===== config.mk =====
export PLATFORM = sky130hd
export DESIGN_NAME = lcd_bus_rx_flat
export DESIGN_NICKNAME = d
export VERILOG_FILES = /design/src/rtl/lcd_bus_rx_if.sv /design/src/rtl/lcd_bus_rx.sv /design/src/flat_wrapper.sv
export SDC_FILE = /design/constraint.sdc
export NUM_CORES = 1
export LEC_CHECK = 0
export CAP_MARGIN = 5
export CORE_ASPECT_RATIO = 1.5
export CORE_MARGIN = 2
export CORE_UTILIZATION = 36
export CTS_CLUSTER_DIAMETER = 100
export DETAILED_ROUTE_END_ITERATION = 7
export HOLD_SLACK_MARGIN = 0.12
export PLACE_DENSITY = 0.6
export SLEW_MARGIN = 20
export SYNTH_ARGS = -nofsm -noshare
export SYNTH_HDL_FRONTEND = slang
export SYNTH_SLANG_ARGS = --single-unit
export TNS_END_PERCENT = 100

===== constraint.sdc =====
create_clock -name clk_100 -period 3.09 [get_ports clk_100]
set_input_delay 0.927 -clock clk_100 [delete_from_list [all_inputs] [get_ports clk_100]]
set_output_delay 0.927 -clock clk_100 [all_outputs]
set_load 0.05 [all_outputs]

===== src/rtl/lcd_bus_rx_if.sv =====
// 8080-style LCD write bus as seen between the LCD controller (master)
// and the receiving display model (slave).
interface lcd_bus_rx_if;
    logic [7:0] lcd_db;
    logic       lcd_wr;
    logic       lcd_d_c;
    logic       lcd_rd;
    logic       lcd_reset;

    modport master (
        output lcd_db,
        output lcd_wr,
        output lcd_d_c,
        output lcd_rd,
        output lcd_reset
    );

    modport slave (
        input lcd_db,
        input lcd_wr,
        input lcd_d_c,
        input lcd_rd,
        input lcd_reset
    );
endinterface


===== src/rtl/lcd_bus_rx.sv =====
// lcd_bus_rx: receiving end of the 8-bit 8080 LCD write bus.
// Decodes CASET/PASET window commands and RAMWR RGB565 pixel streams
// (high byte first) into per-pixel writes carrying x/y coordinates.
// Optional build macro LCD_BUS_RX_ERR_EN enables the sticky rx_err flag;
// without it rx_err is tied low and everything else is identical.
module lcd_bus_rx #(
    parameter int H_RES = 320,
    parameter int V_RES = 240
) (
    input  logic        clk_100,
    input  logic        resetN,
    lcd_bus_rx_if.slave bus,
    output logic        pix_valid,
    output logic [31:0] pix_x,
    output logic [31:0] pix_y,
    output logic [3:0]  red,
    output logic [3:0]  green,
    output logic [3:0]  blue,
    output logic        frame,
    output logic        rx_err
);
    localparam logic [15:0] H_LAST = 16'(H_RES - 1);
    localparam logic [15:0] V_LAST = 16'(V_RES - 1);

    typedef enum logic [2:0] {
        ST_IDLE  = 3'd0,
        ST_CASET = 3'd1,
        ST_PASET = 3'd2,
        ST_RAMWR = 3'd3,
        ST_SKIP  = 3'd4
    } state_t;

    // synchronisers
    logic       wr_s1_r, wr_s2_r, wr_s3_r;
    logic       dc_s1_r, dc_s2_r;
    logic [7:0] db_s1_r, db_s2_r;
    logic       prst_s1_r, prst_s2_r;

    // registered byte event
    logic       evt_r;
    logic       evt_dc_r;
    logic [7:0] evt_db_r;

    // protocol state
    state_t      state_r;
    logic [1:0]  arg_cnt_r;
    logic [7:0]  s_hi_r, s_lo_r, e_hi_r;
    logic [15:0] sc_r, ec_r, sp_r, ep_r;
    logic [15:0] cur_x_r, cur_y_r;
    logic        phase_r;
    logic [6:0]  hi_r;   // {R[4:1], G[5:3]} of the pending high byte

    logic        hold_s;
    logic        cmd_s;
    logic        data_s;
    logic [15:0] new_s_s;
    logic [15:0] new_e_s;
    logic [15:0] lim_s;
    logic        win_ok_s;

    assign hold_s = ~prst_s2_r;

    // Two-flop synchronisers for the bus plus a history flop on the strobe
    always_ff @(posedge clk_100) begin
        if (!resetN) begin
            wr_s1_r   <= 1'b1;
            wr_s2_r   <= 1'b1;
            wr_s3_r   <= 1'b1;
            dc_s1_r   <= 1'b0;
            dc_s2_r   <= 1'b0;
            db_s1_r   <= 8'h00;
            db_s2_r   <= 8'h00;
            prst_s1_r <= 1'b1;
            prst_s2_r <= 1'b1;
        end else begin
            wr_s1_r   <= bus.lcd_wr;
            wr_s2_r   <= wr_s1_r;
            wr_s3_r   <= wr_s2_r;
            dc_s1_r   <= bus.lcd_d_c;
            dc_s2_r   <= dc_s1_r;
            db_s1_r   <= bus.lcd_db;
            db_s2_r   <= db_s1_r;
            prst_s1_r <= bus.lcd_reset;
            prst_s2_r <= prst_s1_r;
        end
    end

    // Capture one byte per synchronised wr rising edge
    always_ff @(posedge clk_100) begin
        if (!resetN || hold_s) begin
            evt_r    <= 1'b0;
            evt_dc_r <= 1'b0;
            evt_db_r <= 8'h00;
        end else begin
            evt_r    <= wr_s2_r & ~wr_s3_r;
            evt_dc_r <= dc_s2_r;
            evt_db_r <= db_s2_r;
        end
    end

    // Classify the captured byte and judge a candidate window on its last byte
    always_comb begin
        cmd_s   = evt_r & ~evt_dc_r;
        data_s  = evt_r & evt_dc_r;
        new_s_s = {s_hi_r, s_lo_r};
        new_e_s = {e_hi_r, evt_db_r};
        if (state_r == ST_PASET) begin
            lim_s = V_LAST;
        end else begin
            lim_s = H_LAST;
        end
        win_ok_s = (new_s_s <= new_e_s) && (new_e_s <= lim_s);
    end

    // Command FSM, window registers, pixel cursor and registered pixel outputs
    always_ff @(posedge clk_100) begin
        if (!resetN || hold_s) begin
            state_r   <= ST_IDLE;
            arg_cnt_r <= 2'd0;
            s_hi_r    <= 8'h00;
            s_lo_r    <= 8'h00;
            e_hi_r    <= 8'h00;
            sc_r      <= 16'd0;
            ec_r      <= H_LAST;
            sp_r      <= 16'd0;
            ep_r      <= V_LAST;
            cur_x_r   <= 16'd0;
            cur_y_r   <= 16'd0;
            phase_r   <= 1'b0;
            hi_r      <= 7'd0;
            pix_valid <= 1'b0;
            pix_x     <= 32'd0;
            pix_y     <= 32'd0;
            red       <= 4'd0;
            green     <= 4'd0;
            blue      <= 4'd0;
            frame     <= 1'b0;
        end else begin
            pix_valid <= 1'b0;
            frame     <= 1'b0;
            if (cmd_s) begin
                // any command aborts whatever was in progress
                arg_cnt_r <= 2'd0;
                phase_r   <= 1'b0;
                case (evt_db_r)
                    8'h2A: state_r <= ST_CASET;
                    8'h2B: state_r <= ST_PASET;
                    8'h2C: begin
                        state_r <= ST_RAMWR;
                        cur_x_r <= sc_r;
                        cur_y_r <= sp_r;
                    end
                    8'h01: begin
                        state_r <= ST_IDLE;
                        sc_r    <= 16'd0;
                        ec_r    <= H_LAST;
                        sp_r    <= 16'd0;
                        ep_r    <= V_LAST;
                        cur_x_r <= 16'd0;
                        cur_y_r <= 16'd0;
                    end
                    default: state_r <= ST_SKIP;
                endcase
            end else if (data_s) begin
                case (state_r)
                    ST_CASET, ST_PASET: begin
                        arg_cnt_r <= arg_cnt_r + 2'd1;
                        case (arg_cnt_r)
                            2'd0: s_hi_r <= evt_db_r;
                            2'd1: s_lo_r <= evt_db_r;
                            2'd2: e_hi_r <= evt_db_r;
                            default: begin
                                // window commits only once all four bytes are in
                                if (win_ok_s) begin
                                    if (state_r == ST_CASET) begin
                                        sc_r <= new_s_s;
                                        ec_r <= new_e_s;
                                    end else begin
                                        sp_r <= new_s_s;
                                        ep_r <= new_e_s;
                                    end
                                end else begin
                                    sc_r <= sc_r;
                                end
                                state_r <= ST_IDLE;
                            end
                        endcase
                    end
                    ST_RAMWR: begin
                        phase_r <= ~phase_r;
                        if (!phase_r) begin
                            hi_r <= {evt_db_r[7:4], evt_db_r[2:0]};
                        end else begin
                            pix_valid <= 1'b1;
                            pix_x     <= {16'd0, cur_x_r};
                            pix_y     <= {16'd0, cur_y_r};
                            red       <= hi_r[6:3];
                            green     <= {hi_r[2:0], evt_db_r[7]};
                            blue      <= evt_db_r[4:1];
                            frame     <= (cur_x_r == ec_r) && (cur_y_r == ep_r);
                            if (cur_x_r == ec_r) begin
                                cur_x_r <= sc_r;
                                if (cur_y_r == ep_r) begin
                                    cur_y_r <= sp_r;
                                end else begin
                                    cur_y_r <= cur_y_r + 16'd1;
                                end
                            end else begin
                                cur_x_r <= cur_x_r + 16'd1;
                            end
                        end
                    end
                    default: state_r <= state_r;   // IDLE/SKIP drop data
                endcase
            end else begin
                state_r <= state_r;
            end
        end
    end

`ifdef LCD_BUS_RX_ERR_EN
    logic rd_s1_r, rd_s2_r;
    logic known_cmd_s;
    logic err_s;

    // Synchronise the read strobe for overlap detection
    always_ff @(posedge clk_100) begin
        if (!resetN) begin
            rd_s1_r <= 1'b1;
            rd_s2_r <= 1'b1;
        end else begin
            rd_s1_r <= bus.lcd_rd;
            rd_s2_r <= rd_s1_r;
        end
    end

    // Collect every error condition into one set pulse
    always_comb begin
        case (evt_db_r)
            8'h2A, 8'h2B, 8'h2C, 8'h01: known_cmd_s = 1'b1;
            default:                    known_cmd_s = 1'b0;
        endcase
        err_s = 1'b0;
        if (cmd_s && !known_cmd_s) begin
            err_s = 1'b1;
        end else if (data_s && (state_r == ST_IDLE)) begin
            err_s = 1'b1;
        end else if (data_s && ((state_r == ST_CASET) || (state_r == ST_PASET)) &&
                     (arg_cnt_r == 2'd3) && !win_ok_s) begin
            err_s = 1'b1;
        end else begin
            err_s = 1'b0;
        end
        if (!rd_s2_r && !wr_s2_r) begin
            err_s = 1'b1;
        end else begin
            err_s = err_s;
        end
    end

    // Sticky error flag; only resetN clears it, panel reset leaves it alone
    always_ff @(posedge clk_100) begin
        if (!resetN) begin
            rx_err <= 1'b0;
        end else if (err_s) begin
            rx_err <= 1'b1;
        end else begin
            rx_err <= rx_err;
        end
    end
`else
    assign rx_err = 1'b0;
`endif

endmodule


===== src/flat_wrapper.sv =====
// flat-port wrapper written by rule: the top's interface ports become plain ports
module lcd_bus_rx_flat 
#(
    parameter int H_RES = 320,
    parameter int V_RES = 240
)
  (clk_100, resetN, pix_valid, pix_x, pix_y, red, green, blue, frame, rx_err, bus_lcd_db, bus_lcd_wr, bus_lcd_d_c, bus_lcd_rd, bus_lcd_reset);
  lcd_bus_rx_if bus_i ();
  input  logic clk_100;
  input  logic resetN;
  output logic pix_valid;
  output logic [31:0] pix_x;
  output logic [31:0] pix_y;
  output logic [3:0] red;
  output logic [3:0] green;
  output logic [3:0] blue;
  output logic frame;
  output logic rx_err;
  input wire logic [$bits(bus_i.lcd_db)-1:0] bus_lcd_db;
  input wire logic [$bits(bus_i.lcd_wr)-1:0] bus_lcd_wr;
  input wire logic [$bits(bus_i.lcd_d_c)-1:0] bus_lcd_d_c;
  input wire logic [$bits(bus_i.lcd_rd)-1:0] bus_lcd_rd;
  input wire logic [$bits(bus_i.lcd_reset)-1:0] bus_lcd_reset;
  assign bus_i.lcd_db = bus_lcd_db;
  assign bus_i.lcd_wr = bus_lcd_wr;
  assign bus_i.lcd_d_c = bus_lcd_d_c;
  assign bus_i.lcd_rd = bus_lcd_rd;
  assign bus_i.lcd_reset = bus_lcd_reset;
  lcd_bus_rx #(.H_RES(H_RES), .V_RES(V_RES)) u_core (.clk_100(clk_100), .resetN(resetN), .bus(bus_i), .pix_valid(pix_valid), .pix_x(pix_x), .pix_y(pix_y), .red(red), .green(green), .blue(blue), .frame(frame), .rx_err(rx_err));
endmodule

==> out/metrics.cfg, run 1 <==
[die]
die_h_microns = 203
dieArea_sq_um = 27900
dieWidth_microns = 137
rows = 73
start_util_pct = 36.3
pin_count = 93
core-area_sq_um = 26300

[yosys]
synth_ff_type = dfxtp_1
synth_edf_count = 0
avgSynthCellArea_sq_um = 8.58
ys_types = 58
ys_warn_count = 0
syn_inst = 1113
synth.yosys.seq_area_share_pct = 44.4
synth-async-reset-ratio_pct = 0
ys_seq_elements = 212
syn-cell-area_sq_um = 9550

[setup_path]
arrival_ps = 3190
cp_max_fo = 32
cp-end-kind = register
path_class = register to register
cp-start-kind = register
required_ps = 3510

[run]
cap_violations = 0

[pwr]
p_switching_mw = 1.29
clkPwrFrac_pct = 46.3
ir_worst_vdd_mv = 0.387
switching_share_pct = 23.1
seqPwrFrac_pct = 49.3
internal_power_mw = 4.31
p_leak_nw = 4.15
share_comb_of_total_power_pct = 4.3
p_per_area_nw_per_um2 = 506

[timing]
slew-limit-headroom_pct = 34.8
timing.fmax_mhz = 361
period_minus_slack_ps = 2770
finalClockSkew_ps = 22.0
rsz0062_at_grt = false
worst_pin_slew_ps = 974
slew_viol_final = 0
setup-tns-final_ps = 0
setup_violations = 0
timing.final.hold_violations = 0
holdWs_ps = 389
period_share_pct = 89.7

[detailed_routing]
route.detailed.drc = 0
vias_per_cell = 4.99
ant_nets = 0
routed_wl_mm = 23.4
detail_route.iter0.violations = 455
routedWlPerCell_microns = 15.6
dr.pass1.iters = 5
num_vias = 7485

[clock_network]
clk_path_buf_depth = 3
htreeDepth = 1
path_clk_slew_ps = 60
post-cts-setup-buffer-count = 0
clkSinkCount = 212
insertion_delay_ps = 510
root_buffer = clkbuf_16
cts_tree = yes
hold_buffers = 0
numCtsBuffers = 23
cts_resized = 0

[layout]
syn_to_final_growth_pct = 16.0
drive_above_1_share_pct = 7.66
diodes = 0
final_util_pct = 42.1
fin_nets = 1188
final_cell_count_no_fill = 1499
filler_cell_count = 2633

[global_routing]
grt_pass1_vias = 7171
track_usage_pct = 16.8
grt_start_max_net_pins = 117
antenna_found_initial = 0
grt.overflow.total = 0
grt_pass1_wl_mm = 37.7

[outcome]
status = finished clean

[placement]
hpwl_mm = 16.2
gp_congestion = 0.878
port_buffers = 58
dp_cells = 1460

[worst_hold_path]
hold_path.class = register to register

==> synthesized netlist by cell type, drive strengths merged (4+ instances only) <==
library cell  count  area (sq um)
a211oi           13          97.6
a21oi            85           429
a221oi            9          78.8
a22oi            14           105
a31oi             7          43.8
and2             21           131
and3             19           119
buf              49           392
clkbuf           66           248
dfxtp           212          4240
ha               26           325
inv              34           128
mux2i            60           601
nand2           202           758
nand2b            9          56.3
nand3            37           185
nand4            23           144
nor2             81           312
nor3             12          60.1
nor3b             4          30.0
nor4             10          83.8
o211ai            5          37.5
o21a              4          37.5
o21ai            19          95.1
o22ai             4          25.0
xnor2            33           289
xor2             26           228
==> power groups by stage <==
stage | Combinational, mW | Sequential, mW | Clock [mW]
after floorplan | 0.223 | 2.81 | 0
after global placement | 0.242 | 2.82 | 0
after detailed placement | 0.243 | 2.82 | 0
after CTS | 0.243 | 2.76 | 2.66
after global routing | 0.259 | 2.76 | 2.78
final | 0.243 | 2.76 | 2.59
==> state kept, by name (all words and copies together) (netlist names), 16 cells and up <==
name            cells
u_core.cur_x_r     16
u_core.cur_y_r     16
u_core.ec_r        16
u_core.ep_r        16
u_core.pix_x       16
u_core.pix_y       16
u_core.sc_r        16
u_core.sp_r        16
==> cell usage in the layout (no fill, tap or decap), types with 5 or more instances in the layout <==
| cell type | instances |
|---|---|
| a22oi_1 | 14 |
| a211oi_1 | 12 |
| nand4_1 | 23 |
| clkdlybuf4s50_1 | 58 |
| clkbuf_16 | 23 |
| inv_1 | 34 |
| buf_4 | 32 |
| ha_1 | 26 |
| and2_1 | 20 |
| dfxtp_1 | 212 |
| nand3_1 | 37 |
| clkinv_2 | 5 |
| nor4_1 | 8 |
| a31oi_1 | 7 |
| o21ai_0 | 18 |
| nand2_1 | 201 |
| nor3_1 | 11 |
| nand2b_1 | 9 |
| and3_1 | 19 |
| a21oi_1 | 84 |
| xor2_1 | 26 |
| nor2_1 | 79 |
| clkbuf_8 | 6 |
| xnor2_1 | 33 |
| mux2i_1 | 60 |
| o211ai_1 | 5 |
| a221oi_1 | 9 |
| conb_1 | 33 |
==> path summary, 6_finish.rpt <==
| kind | start | end | slack (ps) | depth (start not counted) |
|---|---|---|---|---|
| worst max register to register | u_core.state_r[1] | u_core.ec_r[5] | 320 | 10 |
| worst min-delay path | u_core.wr_s3_r | u_core.evt_r | 390 | 1 |
| worst max-delay path | u_core.state_r[1] | u_core.ec_r[5] | 320 | 10 |
| worst min register to register | u_core.wr_s3_r | u_core.evt_r | 390 | 1 |
==> per-layer routing <==
metal  wire length [microns]  vias up  track usage [%]
met5                       0        -                0
met4                     732        0             6.04
met3                     985       42             2.39
met2                   11700      168             29.7
met1                   10000     3512             20.4
li1                        -     3763                -
==> final cells by class <==
cell class | count | area [sq um] | area share, %
Clock inverter | 8 | 48.8 | 0.441
Tap cell | 337 | 422 | 3.81
Timing Repair Buffer | 93 | 881 | 7.95
Multi-Input combinational cell | 784 | 4680 | 42.3
Clock buffer | 31 | 666 | 6.01
Inverter | 34 | 128 | 1.15
Sequential cell | 212 | 4240 | 38.3
==> critical path, stage by stage (launching register included) <==
cell	delay (ps)
dfxtp_1	400
nor3b_1	290
inv_1	110
ha_1	320
a21oi_1	150
nand2_1	80
a211oi_2	280
o22ai_1	190
o311ai_4	340
buf_12	270
mux2i_1	230
==> kinds of logic after synthesis <==
logic type      share of synthesized area [%]
simple gates                             20.8
flops                                    44.4
compound gates                           11.4
buf+inv                                  8.03
mux                                      6.41
xor+xnor                                 5.41
fa+ha+maj                                3.41
other cells                            0.0393
==> metrics by stage <==
stage | total power, mW | cell area, sq um | worst slack, ps
global route | 5.81 | 11100 | 25.9
floorplan | 3.04 | 9670 | 331
global placement | 3.06 | 10400 | 271
CTS | 5.67 | 11100 | 244
detailed placement | 3.07 | 10400 | 273
finish | 5.60 | 11100 | 319
No activity file was read; power rests on OpenSTA's default activity.
==> inputs of run 2 (changes only) <==
--- a/config.mk
+++ b/config.mk
@@ -6,13 +6,15 @@
 export NUM_CORES = 1
 export LEC_CHECK = 0
 export CAP_MARGIN = 5
+export CELL_PAD_IN_SITES_DETAIL_PLACEMENT = 1
+export CELL_PAD_IN_SITES_GLOBAL_PLACEMENT = 2
 export CORE_ASPECT_RATIO = 1.5
 export CORE_MARGIN = 2
-export CORE_UTILIZATION = 36
+export CORE_UTILIZATION = 35
 export CTS_CLUSTER_DIAMETER = 100
 export DETAILED_ROUTE_END_ITERATION = 7
 export HOLD_SLACK_MARGIN = 0.12
-export PLACE_DENSITY = 0.6
+export PLACE_DENSITY = 0.85
 export SLEW_MARGIN = 20
 export SYNTH_ARGS = -nofsm -noshare
 export SYNTH_HDL_FRONTEND = slang
==> run 2 against run 1 <==
  * Sequential power barely moved
  * Critical path type unchanged
  * Power rose by 2.1%
  * Fmax fell by 0.78%
  * Flip-flop and latch count did not move
  * Final cell count rose by 0.60%
  * Die area rose by 2.8%
  * Largest power group unchanged
  * Worst setup slack got worse by 22 ps
  * Highest routed layer unchanged
==> out/metrics.cfg, run 2 (synthesis gave the netlist of run 1 again) <==
[clock_network]
clkSinkCount = 212
numCtsBuffers = 22
htreeDepth = 1
cts_tree = yes
root_buffer = clkbuf_16
clk_path_buf_depth = 3
hold_buffers = 0
path_clk_slew_ps = 60
insertion_delay_ps = 510
post-cts-setup-buffer-count = 0

[worst_hold_path]
hold_path.class = register to register

[pwr]
ir_worst_vdd_mv = 0.490
finalPower_mw = 5.72
p_per_area_nw_per_um2 = 513
p_leak_nw = 4.18

[die]
dieWidth_microns = 139
dieArea_sq_um = 28600
core-area_sq_um = 27000
start_util_pct = 35.3
pin_count = 93
die_h_microns = 206
rows = 74

[setup_path]
arrival_ps = 3220
cp_max_fo = 32
required_ps = 3520
path_buf_inv = 2
cp-start-kind = register
crit_chain = nor3b_1 -> inv_1 -> ha_1 -> a21oi_1 -> nand2_1 -> a211oi_2 -> o22ai_1 -> o311ai_4 -> buf_12 -> mux2i_1
cpPeakStageDelay_ps = 400
cp-end-kind = register
regToRegSetupSlack_ps = 300
cp_top_family = compound AO/OA/AOI/OAI gates
path_class = register to register
crit_slowest_cell = dfxtp_1

[layout]
syn_to_final_growth_pct = 16.6
final_common_cell = dfxtp_1
postLayoutCellArea_sq_um = 11100
fin_nets = 1190
diodes = 0
layout_common_cells = dfxtp_1 (212), nand2_1 (201), a21oi_1 (84), nor2_1 (79), mux2i_1 (60)
final_cell_count_no_fill = 1508
drive_above_1_share_pct = 7.89
filler_cell_count = 3199

[detailed_routing]
num_vias = 7625
route.detailed.drc = 0
ant_nets = 0
routedWlPerCell_microns = 17.5
routed_wl_mm = 26.4
vias_per_cell = 5.06
detail_route.iter0.violations = 423
dr.pass1.iters = 4

[placement]
placed_area_sq_um = 10400
port_buffers = 58
dp_cells = 1468
hpwl_mm = 18.4
gp_congestion = 0.817

[timing]
rsz0062_at_grt = false
slew-limit-headroom_pct = 29.9
period_minus_slack_ps = 2790
timing.final.hold_violations = 0
finalClockSkew_ps = 10.7
setup-tns-final_ps = 0
slew_viol_final = 0
setup_violations = 0
holdWs_ps = 399
period_share_pct = 90.4
timing.fmax_mhz = 358
worst_pin_slew_ps = 1050

[outcome]
status = finished clean

[global_routing]
grt_pass1_wl_mm = 42.1
antenna_found_initial = 0
track_usage_pct = 18.1
grt.overflow.total = 0
grt_pass1_vias = 7830
grt_start_max_net_pins = 99

[run]
cap_violations = 0

==> run 2: cell count changes in the layout (fill, tap and decap cells not counted) <==
cell        previous run  this run
buf_12                 3         4
clkinvlp_4             2         0
clkinv_2               5         6
bufinv_16              0         1
clkbuf_1               2         3
buf_4                 32        34
==> run 2: path summary, 6_finish.rpt <==
path | start | end | cells after the start
setup / recovery | u_core.state_r[1] | u_core.ec_r[5] | 10
hold / removal | u_core.wr_s3_r | u_core.evt_r | 1
setup reg to reg | u_core.state_r[1] | u_core.ec_r[5] | 10
hold reg to reg | u_core.wr_s3_r | u_core.evt_r | 1
==> run 2: cell type report <==
type | instances | area [sq um] | area share [%]
Clock buffer | 32 | 669 | 6.01
Clock inverter | 8 | 68.8 | 0.618
Inverter | 34 | 128 | 1.15
Multi-Input combinational cell | 784 | 4680 | 42.1
Sequential cell | 212 | 4240 | 38.1
Tap cell | 342 | 428 | 3.84
Timing Repair Buffer | 96 | 916 | 8.22
==> run 2: worst reg2reg max path, cell delays in order, from the launching register on <==
cell and delay, ps:
dfxtp_1 400, nor3b_1 280, inv_1 120, ha_1 330, a21oi_1 150, nand2_1 80, a211oi_2 290, o22ai_1 190
o311ai_4 340, buf_12 280, mux2i_1 250
==> run 2: metrics by stage <==
step | util (%) | worst slack, ps
3_5_place_dp | 38.4 | 245
5_1_grt | 41.2 | 80.0
4_1_cts | 41.2 | 205
6_report | 41.2 | 297
3_3_place_gp | 38.4 | 307
2_1_floorplan | - | 331
==> run 2: repair_timing <==
action | in CTS | in global routing
endpoints found under the hold margin | 0 | 0
setup endpoints to repair | 0 | 7
gates resized for setup | 0 | 1
==> run 2: report_power, final <==
group	internal [mW]	leakage [nW]	switching (mW)
clock network	1.59	0.372	1.11
logic	0.0558	2.10	0.196
registers	2.75	1.71	0.0124
total	4.39	4.18	1.32
==> run 2: per-layer routing <==
layer	global-route usage, %	vias to the layer above	part of all wire (%)
li1	-	3766	-
met2	34.3	138	51
met5	0	-	0
met3	2.06	45	3.1
met4	6.46	0	3.2
met1	20.9	3676	42
